==> src/rtl/uart_pkg.sv <==
// Shared definitions for the UART receiver: state encoding, data width,
// FIFO depth and a counter-width helper.
package uart_pkg;

    localparam int UART_DATA_W     = 8;
    localparam int UART_FIFO_DEPTH = 4;

    typedef enum logic [2:0] {
        ST_IDLE      = 3'd0,
        ST_START     = 3'd1,
        ST_DATA      = 3'd2,
        ST_STOP      = 3'd3,
        ST_WAIT_IDLE = 3'd4
    } rx_state_e;

    // Bits needed to hold 0..n-1, never less than one bit.
    function automatic int cnt_width(input int n);
        return (n > 32'sd1) ? $clog2(n) : 32'sd1;
    endfunction

endpackage

==> src/rtl/uart_rx_fifo.sv <==
// Output buffer for the UART receiver: shift-register FIFO whose head entry
// is always slot 0, so the head data comes straight from a register.
module uart_rx_fifo
    import uart_pkg::*;
#(
    parameter int DEPTH = UART_FIFO_DEPTH
) (
    input  logic                   clk,
    input  logic                   reset,
    input  logic                   push,
    input  logic [UART_DATA_W-1:0] push_data,
    input  logic                   pop,
    output logic [UART_DATA_W-1:0] pop_data,
    output logic                   full,
    output logic                   empty
);

    localparam int CNT_W = $clog2(DEPTH + 1);

    logic [UART_DATA_W-1:0] mem_r   [DEPTH];
    logic [UART_DATA_W-1:0] shift_s [DEPTH];
    logic [UART_DATA_W-1:0] mem_n_s [DEPTH];
    logic [CNT_W-1:0]       count_r;
    logic [CNT_W-1:0]       count_after_s;
    logic [CNT_W-1:0]       count_n_s;
    logic                   pop_ok_s;
    logic                   push_ok_s;
    logic                   full_r;
    logic                   empty_r;

    // Next-state: shift out the head on pop, then drop a push into the first free slot.
    always_comb begin
        pop_ok_s      = pop && !empty_r;
        count_after_s = count_r - CNT_W'(pop_ok_s);
        push_ok_s     = push && (count_after_s < CNT_W'(DEPTH));
        for (int i = 0; i < DEPTH - 1; i++) begin
            shift_s[i] = pop_ok_s ? mem_r[i + 1] : mem_r[i];
        end
        shift_s[DEPTH - 1] = mem_r[DEPTH - 1];
        for (int i = 0; i < DEPTH; i++) begin
            mem_n_s[i] = (push_ok_s && (count_after_s == CNT_W'(i))) ? push_data : shift_s[i];
        end
        count_n_s = count_after_s + CNT_W'(push_ok_s);
    end

    // Storage, occupancy and registered status flags.
    always_ff @(posedge clk) begin
        if (reset) begin
            for (int i = 0; i < DEPTH; i++) begin
                mem_r[i] <= {UART_DATA_W{1'b0}};
            end
            count_r <= {CNT_W{1'b0}};
            full_r  <= 1'b0;
            empty_r <= 1'b1;
        end else begin
            mem_r   <= mem_n_s;
            count_r <= count_n_s;
            full_r  <= (count_n_s == CNT_W'(DEPTH));
            empty_r <= (count_n_s == {CNT_W{1'b0}});
        end
    end

    assign pop_data = mem_r[0];
    assign full     = full_r;
    assign empty    = empty_r;

endmodule

==> src/rtl/uart_rx.sv <==
// 8N1 UART receiver with synchronizer, mid-bit sampling FSM and output buffer.
// Define UART_RX_FIFO_EN for a 4-entry FIFO; otherwise a single holding register.
module uart_rx
    import uart_pkg::*;
#(
    parameter int CLKS_PER_BIT = 1
) (
    input  logic                   clk,
    input  logic                   reset,
    input  logic                   rx_pin,
    output logic [UART_DATA_W-1:0] rx_data,
    output logic                   rx_valid,
    input  logic                   rx_ready,
    output logic                   frame_err,
    output logic                   overrun
);

    localparam int CNT_W = cnt_width(CLKS_PER_BIT);
    localparam int HALF  = (CLKS_PER_BIT - 32'sd1) / 32'sd2;
    localparam bit SKIP_START = (HALF == 32'sd0);
    localparam logic [CNT_W-1:0] BIT_RELOAD  = CNT_W'(CLKS_PER_BIT - 32'sd1);
    localparam logic [CNT_W-1:0] HALF_RELOAD = CNT_W'((HALF > 32'sd0) ? HALF - 32'sd1 : 32'sd0);

`ifdef UART_RX_FIFO_EN
    localparam int BUF_DEPTH = UART_FIFO_DEPTH;
`else
    localparam int BUF_DEPTH = 1;
`endif

    logic                   sync1_r;
    logic                   rx_s;
    rx_state_e              state_r;
    logic [CNT_W-1:0]       cnt_r;
    logic [2:0]             bit_idx_r;
    logic [UART_DATA_W-1:0] shift_r;
    logic                   push_r;
    logic                   frame_err_r;
    logic                   overrun_r;
    logic                   pop_s;
    logic                   full_s;
    logic                   empty_s;

    // Two-flop synchronizer; idles high so reset never looks like a start bit.
    always_ff @(posedge clk) begin
        if (reset) begin
            sync1_r <= 1'b1;
            rx_s    <= 1'b1;
        end else begin
            sync1_r <= rx_pin;
            rx_s    <= sync1_r;
        end
    end

    // Frame decoder; push and frame_err are single-cycle registered strobes.
    always_ff @(posedge clk) begin
        if (reset) begin
            state_r     <= ST_IDLE;
            cnt_r       <= {CNT_W{1'b0}};
            bit_idx_r   <= 3'd0;
            shift_r     <= {UART_DATA_W{1'b0}};
            push_r      <= 1'b0;
            frame_err_r <= 1'b0;
        end else begin
            push_r      <= 1'b0;
            frame_err_r <= 1'b0;
            case (state_r)
                ST_IDLE: begin
                    if (!rx_s) begin
                        if (SKIP_START) begin
                            state_r   <= ST_DATA;
                            cnt_r     <= BIT_RELOAD;
                            bit_idx_r <= 3'd0;
                        end else begin
                            state_r <= ST_START;
                            cnt_r   <= HALF_RELOAD;
                        end
                    end else begin
                        state_r <= ST_IDLE;
                    end
                end
                ST_START: begin
                    if (cnt_r == {CNT_W{1'b0}}) begin
                        if (!rx_s) begin
                            state_r   <= ST_DATA;
                            cnt_r     <= BIT_RELOAD;
                            bit_idx_r <= 3'd0;
                        end else begin
                            state_r <= ST_IDLE;
                        end
                    end else begin
                        cnt_r <= cnt_r - CNT_W'(1);
                    end
                end
                ST_DATA: begin
                    if (cnt_r == {CNT_W{1'b0}}) begin
                        shift_r[bit_idx_r] <= rx_s;
                        cnt_r              <= BIT_RELOAD;
                        if (bit_idx_r == 3'd7) begin
                            state_r <= ST_STOP;
                        end else begin
                            bit_idx_r <= bit_idx_r + 3'd1;
                        end
                    end else begin
                        cnt_r <= cnt_r - CNT_W'(1);
                    end
                end
                ST_STOP: begin
                    if (cnt_r == {CNT_W{1'b0}}) begin
                        if (rx_s) begin
                            push_r  <= 1'b1;
                            state_r <= ST_IDLE;
                        end else begin
                            frame_err_r <= 1'b1;
                            state_r     <= ST_WAIT_IDLE;
                        end
                    end else begin
                        cnt_r <= cnt_r - CNT_W'(1);
                    end
                end
                ST_WAIT_IDLE: begin
                    if (rx_s) begin
                        state_r <= ST_IDLE;
                    end else begin
                        state_r <= ST_WAIT_IDLE;
                    end
                end
                default: begin
                    state_r <= ST_IDLE;
                end
            endcase
        end
    end

    assign pop_s = rx_valid && rx_ready;

    // A push into a full buffer with no simultaneous pop loses the new byte.
    always_ff @(posedge clk) begin
        if (reset) begin
            overrun_r <= 1'b0;
        end else begin
            overrun_r <= push_r && full_s && !pop_s;
        end
    end

    uart_rx_fifo #(
        .DEPTH(BUF_DEPTH)
    ) u_fifo (
        .clk      (clk),
        .reset    (reset),
        .push     (push_r),
        .push_data(shift_r),
        .pop      (pop_s),
        .pop_data (rx_data),
        .full     (full_s),
        .empty    (empty_s)
    );

    assign rx_valid  = !empty_s;
    assign frame_err = frame_err_r;
    assign overrun   = overrun_r;

endmodule

==> config.mk <==
export PLATFORM = sky130hd
export DESIGN_NAME = uart_rx
export DESIGN_NICKNAME = d
export VERILOG_FILES = /design/src/rtl/uart_pkg.sv /design/src/rtl/uart_rx_fifo.sv /design/src/rtl/uart_rx.sv
export SDC_FILE = /design/constraint.sdc
export NUM_CORES = 1
export LEC_CHECK = 0
export BUFFER_PORTS_ARGS = -buffer_cell sky130_fd_sc_hd__clkbuf_2
export CORE_UTILIZATION = 38
export CTS_CLUSTER_DIAMETER = 150
export DETAILED_ROUTE_END_ITERATION = 7
export HOLD_SLACK_MARGIN = 0.03
export PLACE_DENSITY_LB_ADDON = 0.15
export SLEW_MARGIN = 20
export SYNTH_ARGS = -nofsm -noshare
export SYNTH_HDL_FRONTEND = slang
export SYNTH_SLANG_ARGS = --single-unit
==> constraint.sdc <==
create_clock -name clk -period 2.52 [get_ports clk]
set_input_delay 0.504 -clock clk [delete_from_list [all_inputs] [get_ports clk]]
set_output_delay 0.504 -clock clk [all_outputs]
set_load 0.05 [all_outputs]
==> impl_results.md <==
* Htree depth at 2
* Via count at 869
* Hold Crit Depth at 2
* Number of antenna violations at the first check in global routing at 0
* Wire per inst at around 12 um
* Status: complete, no violations
* CP Class: register to register
* Clk sinks at 29
* Placed instance area at around 1400 um^2
* Die area at 3630 um^2
* Unrepaired setup endpoints after global routing: false
* Max-slew headroom at between 60% and 70%
* Worst Skew at between 0.009 and 0.01 ns
* R2R cell count at 5
* Synthesized flop and latch total at 29
* Area leader, netlist: dfxtp_1
* Clock buffer depth at 2
* Pleak at roughly 0.00061 uW
* Dpl cells at around 170
* Initial core utilization at 41.2%
* Layout area overhead at 10.6%
* Fin crit share at between 60% and 70%
* Total track usage at between 10 and 15%
* Routed wire length at approximately 2100 um
* Worst Setup Start Kind: register
* Die H at between 60 and 70 um
* CP endpoint kind: register
* Final core utilization at a little under half
* First-pass GRT wire length at between 3000 and 4000 um
* Setup violators final at 0
* Async SR Flop Fraction at 0%
* Worst IR Drop VDD at between 0.0002 and 0.0003 V
* Post-synth EDFFs at 0
* Reg2reg end: bit_idx_r[0]
* Vias in the first global route at just over 800
* Mapped Area at ~1300 um^2
* Fin cells at 179
* Total CTS buffers at 5
* Synth warn at 0
* Placer Congestion at 0.702
* Hold worst-path end: sync1_r
* Post-CTS Hold Buffers at 0
* Max-slew violation count at 0
* Placement Rows at 20
* CTS clock-pin slew for the worst setup and hold paths at ~0.09 ns
* PwrDens at ~550 nW/um^2
* Antenna diode count at 0
* Mean post-synth cell area at 10.7 um^2
* DP HPWL at around 1400 um
* Reg2reg setup slack at roughly 0.80 ns
* Syn nets at about 130
* Fin nets at roughly 140
* Max FO, Critical Path at 8
* RR Startpoint: bit_idx_r[0]
* Met1 GRT Util at between 15 and 20%
* Grt total ovfl at 0
* Vias/cell at between 4 and 5
* Final hold vios at 0
* Gr busiest metal: met2
* Final ANT Viol Nets at 0
* Hold crit path type: input pin to register
* Final Critical Period at 1.72 ns
* Yosys cell types at 38
* Design area at approximately 1400 um^2
* Root Driver: clkbuf_4
* Main synth FF type: dfxtp_1
* Ports at 15
* Sequential element share of the synthesized area at a little under half
* Synth area leaders: dfxtp_1 45%, mux2i_1 12%, nand2b_1 9.7%, nor4b_4 3.7%, nand2_1 2.3%
* TritonRoute pass-1 iters at 3
* Post-cts resize count at 0
* Initial drt markers at 8
* Share of cells above drive strength 1 at 24.4%
* Post-CTS Setup Bufs at 0
* Gate Count Post-Synth at 121
* Worst-Skew Late Latency at around 0.32 ns
* Worst endpoint required time at about 2.7 ns
* CP arrival at 1.92 ns
* F_max at around 580 MHz
* Core area at around 3100 um^2
* GR Util met2 at 21.5%
* Hold Startpoint: rx_pin
* DRC at 0
* Largest net degree at the start of global routing at 30
* Setup_tns at 0 ns
* Number of port buffers at 14
* GR Util met3 at ~5.8%
* Clock tree from TritonCTS: built
* Top cell type's share of synthesized area at around 45%
* Max-cap violations at 0
* Worst-margin pin slew at between 0.5 and 0.6 ns
* Chip width at about 60 um
==> through the flow <==
step                setup WS (ns)  total power (uW)  hold WS, ns
floorplan                   0.966               506        0.389
global placement            0.858               511        0.394
detailed placement          0.835               512        0.399
CTS                         0.797               800        0.345
global route                0.726               828        0.342
finish                      0.803               787        0.358
==> registers in the layout, summed over array words and instances (netlist names), 3 cells and up <==
register,count
bit_idx_r,3
shift_r,8
state_r,3
u_fifo.pop_data,8
==> cells in the mapped netlist, types with 2 or more instances <==
master    count
dfxtp_1      29
nand2_1       8
nand4_1       2
buf_4         2
nand3_1       5
or2_2         2
nand2b_1     20
nor4_2        2
ha_1          2
nor4b_4       2
buf_2         2
nor2_1        3
mux2i_1      16
a21oi_1       2
==> final cells by class <==
class / instances / area (um^2)
fillers: 301 / 1700
clock buffers: 7 / 55.1
repair buffers: 14 / 70.1
inverters: 1 / 3.75
multi-input cells: 84 / 661
flip-flops and latches: 29 / 581
well taps: 44 / 55.1
==> cells in the final DEF, fill, tap and decap left out, types with 3 or more instances in the layout <==
cell type | Yosys | final
clkbuf_4 | 0 | 5
clkbuf_2 | 0 | 14
nand2b_1 | 20 | 20
nand2_1 | 8 | 8
dfxtp_1 | 29 | 29
nand3_1 | 5 | 5
nor2_1 | 3 | 3
mux2i_1 | 16 | 16
==> logic make-up after synthesis <==
group | after synthesis | synth area share (%)
xor+xnor | 1 | 0.680
mux | 19 | 15.5
compound gates | 5 | 3.11
buf+inv | 8 | 3.69
simple gates | 57 | 30.0
flops | 29 | 45.0
fa+ha+maj | 2 | 1.94
==> worst max path at each step <==
stage,to,startpoint,depth (start not counted)
after CTS,bit_idx_r[0],bit_idx_r[0],5
after global placement,bit_idx_r[2],bit_idx_r[0],5
after global routing,bit_idx_r[2],bit_idx_r[0],5
after detailed placement,bit_idx_r[1],bit_idx_r[0],5
after floorplan,bit_idx_r[0],bit_idx_r[0],5
final,bit_idx_r[0],bit_idx_r[0],5
==> per-layer routing <==
layer  share of wire (%)  vias up  routed length [um]
met5                   0        -                   0
met1                  50      401                1060
met4                 1.8        0                  39
met3                 4.8        6                 102
li1                    -      444                   -
met2                  44       18                 925
==> power breakdown <==
part	switching (uW)	internal, uW	total, uW	leakage, uW
Sequential	6.99	463	470	0.000234
Combinational	15.8	15.8	31.7	0.000341
Clock	154	132	286	0.0000314
Total	177	610	787	0.000607
==> worst max-delay path: stages, from the launching register on <==
cell and delay [ns]:
dfxtp_1 0.40, ha_1 0.24, ha_1 0.23, or4b_1 0.53, nand2_1 0.11, a211oi_2 0.07
No activity file was read; power rests on OpenSTA's default activity.
